<file path="config.mk">
export PLATFORM = sky130hd
export DESIGN_NAME = timex_pager
export DESIGN_NICKNAME = d
export VERILOG_FILES = /design/src/rtl/timex_pkg.sv /design/src/rtl/timex_bus_sync.sv /design/src/rtl/timex_pager.sv
export SDC_FILE = /design/constraint.sdc
export NUM_CORES = 1
export LEC_CHECK = 0
export CAP_MARGIN = 20
export CORE_ASPECT_RATIO = 0.9
export CORE_MARGIN = 2
export CORE_UTILIZATION = 44
export CTS_CLUSTER_DIAMETER = 120
export DETAILED_ROUTE_END_ITERATION = 8
export HOLD_SLACK_MARGIN = 0.02
export PLACE_DENSITY = 0.77
export SLEW_MARGIN = 20
export SYNTH_ARGS = -nofsm -noshare
export SYNTH_HDL_FRONTEND = slang
export SYNTH_SLANG_ARGS = --single-unit
export TNS_END_PERCENT = 10
</file>
<file path="constraint.sdc">
create_clock -name CLK -period 1.57 [get_ports CLK]
set_input_delay 0.2355 -clock CLK [delete_from_list [all_inputs] [get_ports CLK]]
set_output_delay 0.2355 -clock CLK [all_outputs]
set_load 0.01 [all_outputs]
</file>
<file path="src/rtl/timex_pkg.sv">
// Shared types and defaults for the Timex FDD interface paging controller.
// Holds the pager state encoding, default memory map / port constants and control-bit indices.
package timex_pkg;

    typedef enum logic [1:0] {
        ST_OUT      = 2'd0,
        ST_PEND_IN  = 2'd1,
        ST_IN       = 2'd2,
        ST_PEND_OUT = 2'd3
    } pager_state_t;

    localparam int          DEF_ROM_AW    = 12;
    localparam int          DEF_RAM_AW    = 11;
    localparam logic [15:0] DEF_RAM_BASE  = 16'h2000;
    localparam logic [15:0] DEF_PAGEIN_A0 = 16'h0000;
    localparam logic [15:0] DEF_PAGEIN_A1 = 16'h0008;
    localparam logic [15:0] DEF_PAGEOUT_A = 16'h0604;
    localparam logic [7:0]  DEF_DATA_PORT = 8'hEF;
    localparam logic [7:0]  DEF_CTRL_PORT = 8'hEE;

    localparam int CTRL_FORCE = 0;
    localparam int CTRL_LOCK  = 1;

    // Bit positions of the Z80 strobes in the synchroniser bank.
    localparam int N_STROBES = 5;
    localparam int SB_MREQ   = 0;
    localparam int SB_IORQ   = 1;
    localparam int SB_RD     = 2;
    localparam int SB_WR     = 3;
    localparam int SB_M1     = 4;

    function automatic logic port_hit(input logic [15:0] addr, input logic [7:0] port);
        return addr[7:0] == port;
    endfunction

endpackage

</file>
<file path="src/rtl/timex_bus_sync.sv">
// Synchroniser, low-level glitch filter and rising-edge detector for one active-low Z80 strobe.
// low_ok asserts once the synchronised strobe has been low for MIN_LOW consecutive samples.
module timex_bus_sync #(
    parameter int SYNC_STAGES = 2,
    parameter int MIN_LOW     = 2
) (
    input  logic clk,
    input  logic rst,
    input  logic pin,
    output logic level,
    output logic low_ok,
    output logic rise
);

    localparam int CW = $clog2(MIN_LOW + 1);

    logic [SYNC_STAGES-1:0] sync_reg;
    logic                   prev_reg;
    logic [CW-1:0]          low_cnt_reg;

    always_ff @(posedge clk or posedge rst) begin
        if (rst) begin
            sync_reg    <= '1;
            prev_reg    <= 1'b1;
            low_cnt_reg <= '0;
        end else begin
            sync_reg <= {sync_reg[SYNC_STAGES-2:0], pin};
            prev_reg <= sync_reg[SYNC_STAGES-1];
            if (sync_reg[SYNC_STAGES-1]) begin
                low_cnt_reg <= '0;
            end else if (low_cnt_reg != CW'(MIN_LOW)) begin
                low_cnt_reg <= low_cnt_reg + 1'b1;
            end
        end
    end

    assign level  = sync_reg[SYNC_STAGES-1];
    assign low_ok = (low_cnt_reg == CW'(MIN_LOW)) && !level;
    assign rise   = level && !prev_reg;

endmodule

</file>
<file path="src/rtl/timex_pager.sv">
// Clocked paging controller for the Timex FDD interface: commits page changes at cycle end,
// adds a control register for forced paging/lock, and decodes the interface ROM/RAM and data port.
module timex_pager
    import timex_pkg::*;
#(
    parameter int          ROM_AW      = DEF_ROM_AW,
    parameter logic [15:0] RAM_BASE    = DEF_RAM_BASE,
    parameter int          RAM_AW      = DEF_RAM_AW,
    parameter logic [15:0] PAGEIN_A0   = DEF_PAGEIN_A0,
    parameter logic [15:0] PAGEIN_A1   = DEF_PAGEIN_A1,
    parameter logic [15:0] PAGEOUT_A   = DEF_PAGEOUT_A,
    parameter logic [7:0]  DATA_PORT   = DEF_DATA_PORT,
    parameter logic [7:0]  CTRL_PORT   = DEF_CTRL_PORT,
    parameter int          SYNC_STAGES = 2,
    parameter int          MIN_LOW     = 2
) (
    input  logic        CLK,
    input  logic        RST,
    input  logic [15:0] A,
    input  logic [7:0]  D,
    input  logic        nIORQ,
    input  logic        nMREQ,
    input  logic        nRD,
    input  logic        nWR,
    input  logic        nM1,
    output logic        nZX_ROMCS,
    output logic        nROM_CS,
    output logic        nRAM_CS,
    output logic        LS273,
    output logic        nLS244,
    output logic        PAGED,
    output logic        LOCKED
);

    // An illegal map (page-out colliding with page-in, oversize regions) keeps the interface inert.
    localparam bit CFG_OK = (ROM_AW > 0) && (ROM_AW <= 14) && (RAM_AW > 0) && (RAM_AW <= 14) &&
                            (PAGEOUT_A != PAGEIN_A0) && (PAGEOUT_A != PAGEIN_A1) &&
                            (SYNC_STAGES >= 2) && (MIN_LOW >= 1);

    logic [N_STROBES-1:0] pins;
    logic [N_STROBES-1:0] lvl;
    logic [N_STROBES-1:0] low_ok;
    logic [N_STROBES-1:0] rise;

    assign pins = {nM1, nWR, nRD, nIORQ, nMREQ};

    generate
        for (genvar gi = 0; gi < N_STROBES; gi++) begin : g_sync
            timex_bus_sync #(
                .SYNC_STAGES (SYNC_STAGES),
                .MIN_LOW     (MIN_LOW)
            ) u_sync (
                .clk    (CLK),
                .rst    (RST),
                .pin    (pins[gi]),
                .level  (lvl[gi]),
                .low_ok (low_ok[gi]),
                .rise   (rise[gi])
            );
        end
    endgenerate

    logic unused_bits;
    assign unused_bits = ^{lvl[SB_MREQ], lvl[SB_IORQ], lvl[SB_RD], lvl[SB_WR], low_ok[SB_M1],
                           rise[SB_RD], rise[SB_WR], rise[SB_M1], D[7:2]};

    pager_state_t state_reg, state_next;
    logic         locked_reg, locked_next;
    logic         paged_reg;
    logic         ctrl_valid_reg, ctrl_valid_next;
    logic [1:0]   ctrl_data_reg, ctrl_data_next;
    logic         mem_qual_prev_reg, io_qual_prev_reg;

    logic mem_qual, mem_start, io_qual, io_start, is_fetch, pagein_hit, pageout_hit, ctrl_hit;

    assign mem_qual    = low_ok[SB_MREQ] && low_ok[SB_RD];
    assign mem_start   = mem_qual && !mem_qual_prev_reg;
    assign io_qual     = low_ok[SB_IORQ] && low_ok[SB_WR];
    assign io_start    = io_qual && !io_qual_prev_reg;
    assign is_fetch    = !lvl[SB_M1];
    assign pagein_hit  = (A == PAGEIN_A0) || (A == PAGEIN_A1);
    assign pageout_hit = (A == PAGEOUT_A);
    assign ctrl_hit    = io_start && port_hit(A, CTRL_PORT);

    always_comb begin
        state_next      = state_reg;
        locked_next     = locked_reg;
        ctrl_valid_next = ctrl_valid_reg;
        ctrl_data_next  = ctrl_data_reg;

        case (state_reg)
            ST_OUT:      if (CFG_OK && mem_start && !locked_reg && is_fetch && pagein_hit)
                             state_next = ST_PEND_IN;
            ST_PEND_IN:  if (rise[SB_MREQ]) state_next = ST_IN;
            ST_IN:       if (CFG_OK && mem_start && !locked_reg && pageout_hit)
                             state_next = ST_PEND_OUT;
            ST_PEND_OUT: if (rise[SB_MREQ]) state_next = ST_OUT;
            default:     state_next = ST_OUT;
        endcase

        if (ctrl_hit) begin
            ctrl_valid_next = 1'b1;
            ctrl_data_next  = D[1:0];
        end

        // Forced paging wins over any pending automatic change; no memory cycle can be open here.
        if (rise[SB_IORQ]) begin
            ctrl_valid_next = 1'b0;
            if (ctrl_valid_reg) begin
                locked_next = ctrl_data_reg[CTRL_LOCK];
                if (ctrl_data_reg[CTRL_FORCE])
                    state_next = ST_IN;
                else if (!ctrl_data_reg[CTRL_LOCK])
                    state_next = ST_OUT;
            end
        end
    end

    always_ff @(posedge CLK or posedge RST) begin
        if (RST) begin
            state_reg         <= ST_OUT;
            locked_reg        <= 1'b0;
            paged_reg         <= 1'b0;
            ctrl_valid_reg    <= 1'b0;
            ctrl_data_reg     <= 2'b00;
            mem_qual_prev_reg <= 1'b0;
            io_qual_prev_reg  <= 1'b0;
        end else begin
            state_reg         <= state_next;
            locked_reg        <= locked_next;
            paged_reg         <= (state_next == ST_IN) || (state_next == ST_PEND_OUT);
            ctrl_valid_reg    <= ctrl_valid_next;
            ctrl_data_reg     <= ctrl_data_next;
            mem_qual_prev_reg <= mem_qual;
            io_qual_prev_reg  <= io_qual;
        end
    end

    logic rom_region, ram_region;
    assign rom_region = (A[15:14] == 2'b00) && (A < RAM_BASE);
    assign ram_region = (A >= RAM_BASE) && (A <= 16'h3FFF);

    assign PAGED     = paged_reg;
    assign LOCKED    = locked_reg;
    assign nZX_ROMCS = paged_reg;
    assign nROM_CS   = !(CFG_OK && paged_reg && !RST && !nMREQ && !nRD && rom_region);
    assign nRAM_CS   = !(CFG_OK && paged_reg && !RST && !nMREQ && ram_region);
    assign LS273     = !nIORQ && !nWR && port_hit(A, DATA_PORT);
    assign nLS244    = !(!nIORQ && !nRD && port_hit(A, DATA_PORT));

endmodule

</file>
[Word-level counts from Yosys, hierarchy flattened]
Cells that the tools add are included.
Storage, ports and cells
  bits in registers: 29
  logic and storage cells: 116
Operators by class
  eq/ne operators: 17
  reductions and logical operators: 55
  add/subtract/negate cells: 4
  mux-type cells: 19
  magnitude comparators: 3
Operator list (number)
  $mux W2: 16
  $logic_and A1 B1 Y1: 26
  $logic_not A1 Y1: 18
  $eq A16 B11 Y1 const B: 1
  $eq A16 B4 Y1 const B: 1
  $eq A2 B2 Y1 const B: 8
  $eq A8 B8 Y1 const B: 2
  $ge A16 B14 Y1 const B: 1
  $le A16 B14 Y1 const B: 1
  $logic_not A16 Y1: 1
  $lt A16 B14 Y1 const B: 1
  $reduce_bool A2 Y1: 5
  $add A2 B1 Y2 const B: 4
  $ne A2 B2 Y1 const B: 4
  $pmux W2 S4: 1
  $logic_not A2 Y1: 2
  $eq A2 B1 Y1 const B: 1
  $logic_or A1 B1 Y1: 2
  $mux W1: 2
  $reduce_and A2 Y1: 1

[Depth between registers and ports, before layout]
  word-level depth: 15
  gate-level depth with buffers: 6

[By module]
From an unflattened synthesis, not the netlist that was laid out.
Unflattened totals
  cell total of the unflattened synthesis: 125
  area, all modules: 1453.9 um2
By module, submodules not included
  timex_bus_sync: cells an instance 15, area an instance 192.7 um2, sequential area each 128.9 um2, instances 5
  timex_pager: cells an instance 50, area an instance 490.5 um2, sequential area each 225.2 um2, instances 1

[Least setup slack after synthesis]
Ideal clock, no wire load.
  path kind: register to register
  from: reg g_sync[1].u_sync.low_cnt_reg[0]
  to: reg ctrl_data_reg[0]
  slack: 153 ps
  library setup time: 125 ps
  clock period less this slack: 1417 ps
  path buffers: 0
  cell stages (with the launch flop): 6
  data arrival time: 1292 ps
  path through: dfrtp_1 inv_1 ha_1 and4bb_2 nand3_1 mux2_2
On the way
  longest elaborated chain between the ends: 5
Ends and longest elaborated chain
  from (decl): line timex_bus_sync.sv:19  | logic [CW-1:0] low_cnt_reg;
  from (signal assigned): line timex_bus_sync.sv:32  | low_cnt_reg <= low_cnt_reg + 1'b1;
  $eq A2 B2 Y1: line timex_bus_sync.sv:38  | assign low_ok = (low_cnt_reg == CW'(MIN_LOW)) && !level;
  $logic_and A1 B1 Y1: line timex_bus_sync.sv:38
  $logic_and A1 B1 Y1: line timex_pager.sv:78  | assign io_qual = low_ok[SB_IORQ] && low_ok[SB_WR];
  net io_qual: line timex_pager.sv:74  | logic mem_qual, mem_start, io_qual, io_start, is_fetch, pagein_hit, pageout_hit, ctrl_hit;
  $logic_and A1 B1 Y1: line timex_pager.sv:79  | assign io_start = io_qual && !io_qual_prev_reg;
  $logic_and A1 B1 Y1: line timex_pager.sv:83  | assign ctrl_hit = io_start && port_hit(A, CTRL_PORT);
  to (signal assigned): line timex_pager.sv:133  | ctrl_data_reg <= ctrl_data_next;
  to (decl): line timex_pager.sv:71  | logic [1:0] ctrl_data_reg, ctrl_data_next;
The timed path passes the listed nets, and every way through them passes these cells.
A chain may end at the register's enable or synchronous reset.

[Worst setup path in the final report]
  from: in nMREQ
  to: out nROM_CS
On the way
  longest elaborated chain between the ends: 5
Ends and longest elaborated chain
  from (decl): line timex_pager.sv:22  | input logic nMREQ,
  $logic_not A1 Y1: line timex_pager.sv:146  | assign nROM_CS = !(CFG_OK && paged_reg && !RST && !nMREQ && !nRD && rom_region);
  $logic_and A1 B1 Y1 (3 in series): line timex_pager.sv:146
  $logic_not A1 Y1: line timex_pager.sv:146
  to (decl): line timex_pager.sv:27  | output logic nROM_CS,
Every way passes these cells.

==> results.yml <==
power:
  power_frac_seq: 0.522
  power_mw: 1.78
  intPower_mw: 1.26
  power.share.clock: 0.237
  power.share.combinational: 0.241
  p_sw_uw: 523
  total_leakage_power_nw: 0.786
  swShare: 0.294
  worst_supply_voltage_drop_on_vdd_uv: 672
  cellPowerDensity_mw_per_mm2: 1070
final_layout:
  area_grow_syn2layout_pct: 42.2
  drive_above_1_share: 0.298
  n_antenna_cell: 0
  number_of_flip_flops_in_the_largest_register: 10
  final_net_count: 185
cts:
  cts_htree_levels: 2
  clkSinkCount: 29
  clk-insertion-delay-late_ns: 0.32
  cts.reportedPaths.clkPinSlew_ns: 0.09
  clockBufferDepth: 2
  tritoncts: "yes"
  root_buffer: "clkbuf_4"
  cts_inserted_buffers: 5
synthesis:
  synthesis.yosys.warnings: 0
  asyncSetResetFlopFracSynth: 1.00
  synthFlopType: "dfrtp_1"
  postSynthNetCount: 136
  fraction_of_the_yosys_area_taken_by_sequential_cells: 0.632
  synth_commonest_cells: "dfrtp_1 (17), nor2_1 (17), dfstp_2 (12)"
  count_of_flip_flops_with_a_built_in_enable_after_synthesis: 0
  synthDominantAreaCellType: "dfrtp_1"
  syn-cell-area_mm2: 0.00117
  yosys.cell_types.count: 24
  synth_top_cell_area_share: 0.363
  syn-instance-count: 101
  number_of_synthesized_register_bits: 29
  synth.top_cells.by_area: "dfrtp_1 (36%), dfstp_2 (27%), nor2_1 (5.4%), ha_1 (4.3%), a21oi_1 (3.0%)"
  post_synth.cell_area_avg_um2: 11.6
sta:
  max_clock_freq_mhz: 640
  setup-violations-final: 0
  layout_worst_path_cycle_share: 0.995
  finalClockSkew_ns: 0.0113
  slew_viol_final: 0
  fin_tns_setup_ns: 0
  rsz0062_at_grt: "yes"
  period_needed_ns: 1.56
  relative_slew_slack: 0.766
  tightest_slew_ns: 0.347
  hold_viol_final: 0
setup_path:
  crit_slowest_cell: "clkdlybuf4s50_1"
  r2r-start: "g_sync[1].u_sync.low_cnt_reg[0]$_DFFE_PP0P_"
  crit_buf_inv: 2
  worst_r2r_endpoint: "ctrl_data_reg[1]$_DFFE_PP0P_"
  path_depth: 6
  worst_setup_path_start_kind: "primary input"
  r2r_cells: 5
  cp_cell_sequence: "clkdlybuf4s50_1 -> nor2_1 -> nand2_1 -> nor3_2 -> nand2_1 -> dlygate4sd2_1"
  critical_path_arrival_ns: 1.33
  critical_path.max_fanout: 2
  cp_slowest_stage_delay_ns: 0.42
  endpoint_kind: "primary output"
  setup.reg_to_reg.worst_slack_ns: 0.13
  critical-path-top-delay-family: "buffers and inverters"
  critPathKind: "primary input to primary output"
  crit_top_cell: "nand2_1"
  timing.critical_path.required_ns: 1.33
detailed_routing:
  postRouteAntennaNets: 0
  total_detailed_routing_wirelength_um: 2420
  wire_per_inst_um: 13.5
  first_pass_drt_iterations: 4
  drc: 0
  total_number_of_vias: 895
  routed_via_density: 5.00
  first_iter_violations: 5
floorplanning:
  std_cell_rows: 17
  die_height_um: 53.0
  floorplan.core_area_mm2: 0.00249
  die_area_mm2: 0.00309
  start_util: 0.471
  die_w_um: 58.4
  design.portCount: 38
global_route:
  grt_pass1_wl_um: 4040
  first_global_vias: 944
  antenna_found_initial: 0
  globalRouteTotalUtil: 0.183
  pin_count_of_the_biggest_net_entering_global_routing: 30
  grt_overflow: 0
worst_hold_path:
  path_type_of_the_worst_min_delay_path: "primary input to asynchronous set/reset pin"
place:
  routabilityCongestion: 0.814
  hpwlAfterDp_um: 1770
  port_buffers: 31
run:
  drv.max_cap_violation_count: 0
run_status:
  run_status: "complete, no violations"
what timing repair did:
| item | in CTS | in global routing |
|---|---|---|
| gates resized for setup | 19 | 7 |
| buffers inserted | 3 | 1 |
| pin swaps | 2 | 3 |
| endpoints found under the setup margin | 4 | 6 |
| hold buffers | 0 | 0 |
metal layers:
layer  GRT usage  part of all wire  routed length (um)  up-vias
met5           0                 0                   0        -
met4       0.109             0.021                  52        0
met3      0.0685             0.056                 136        8
met2       0.298              0.50                1210       24
met1       0.206              0.42                1020      420
li1            -                 -                   -      443
layout make-up:
cell class              count  area [um2]
fillers                   178         822
flip-flops and latches     29         741
multi-input cells          63         417
repair buffers             43         393
clock buffers               6        41.3
well taps                  28        35.0
inverters                   8        30.0
clock inverters             2        10.0
layout by cell type (no fill, tap or decap), drive strengths merged:
cell type	synthesis	layout
clkdlybuf4s50	0	20
dfrtp	17	17
nor2	17	17
buf	1	14
dfstp	12	12
inv	8	8
a21oi	7	7
clkbuf	0	7
dlygate4sd2	0	5
xor2	4	4
o21ai	4	4
nand2	4	4
ha	4	4
mux2	3	3
nor4	3	3
dlymetal6s2s	0	3
nand3	2	2
and4bb	2	2
nand4	2	2
nand3b	2	2
clkinv	0	2
nor3	2	2
nand4b	1	1
or4	1	1
o22ai	1	1
and3	1	1
nor2b	1	1
xnor2	1	1
or2	1	1
worst reg2reg max path, stage by stage, from the launching register on:
cell and delay [ns]:
dfrtp_1 0.38, inv_1 0.06, ha_1 0.21, and4bb_2 0.26
nand3_2 0.11, mux2_2 0.33
stage by stage:
step / hold slack [ns] / worst slack (ns) / util / std cells / area, um2
2_1_floorplan: 0.240 / 0.153 / - / 101 / 1170
3_3_place_gp: 0.345 / -0.518 / 0.631 / 167 / 1570
3_5_place_dp: 0.348 / -0.546 / 0.631 / 167 / 1570
4_1_cts: 0.293 / -0.0770 / 0.662 / 178 / 1650
5_1_grt: 0.289 / -0.0858 / 0.670 / 179 / 1670
6_report: 0.295 / 0.00784 / 0.670 / 179 / 1670
worst max-delay path by stage:
stage | start | to | slack (ns)
after global placement | A[7] | nLS244 | -0.52
after global routing | RST | nROM_CS | -0.09
final | nMREQ | nROM_CS | 0.008
after CTS | A[4] | nLS244 | -0.08
after floorplan | g_sync[1].u_sync.low_cnt_reg[0]$_DFFE_PP0P_ | ctrl_data_reg[0]$_DFFE_PP0P_ | 0.15
after detailed placement | A[7] | nLS244 | -0.55
power groups by stage:
stage,sequential (mW),clock (mW),combinational [mW]
final,0.928,0.420,0.429
after global routing,0.942,0.464,0.502
after CTS,0.930,0.431,0.431
after detailed placement,0.944,0,0.427
after global placement,0.933,0,0.396
after floorplan,0.928,0,0.268
logic make-up after synthesis:
group,count (synthesis),share of synthesized area
adders and majority gates,4,0.0427
DFF,29,0.632
AOI/OAI and AO/OA,12,0.0523
xor gates and xnor gates,5,0.0374
muxes,3,0.0288
buffers and inverters,9,0.0320
and+or+nand+nor,39,0.175
Power figures use the tool's default switching activity.
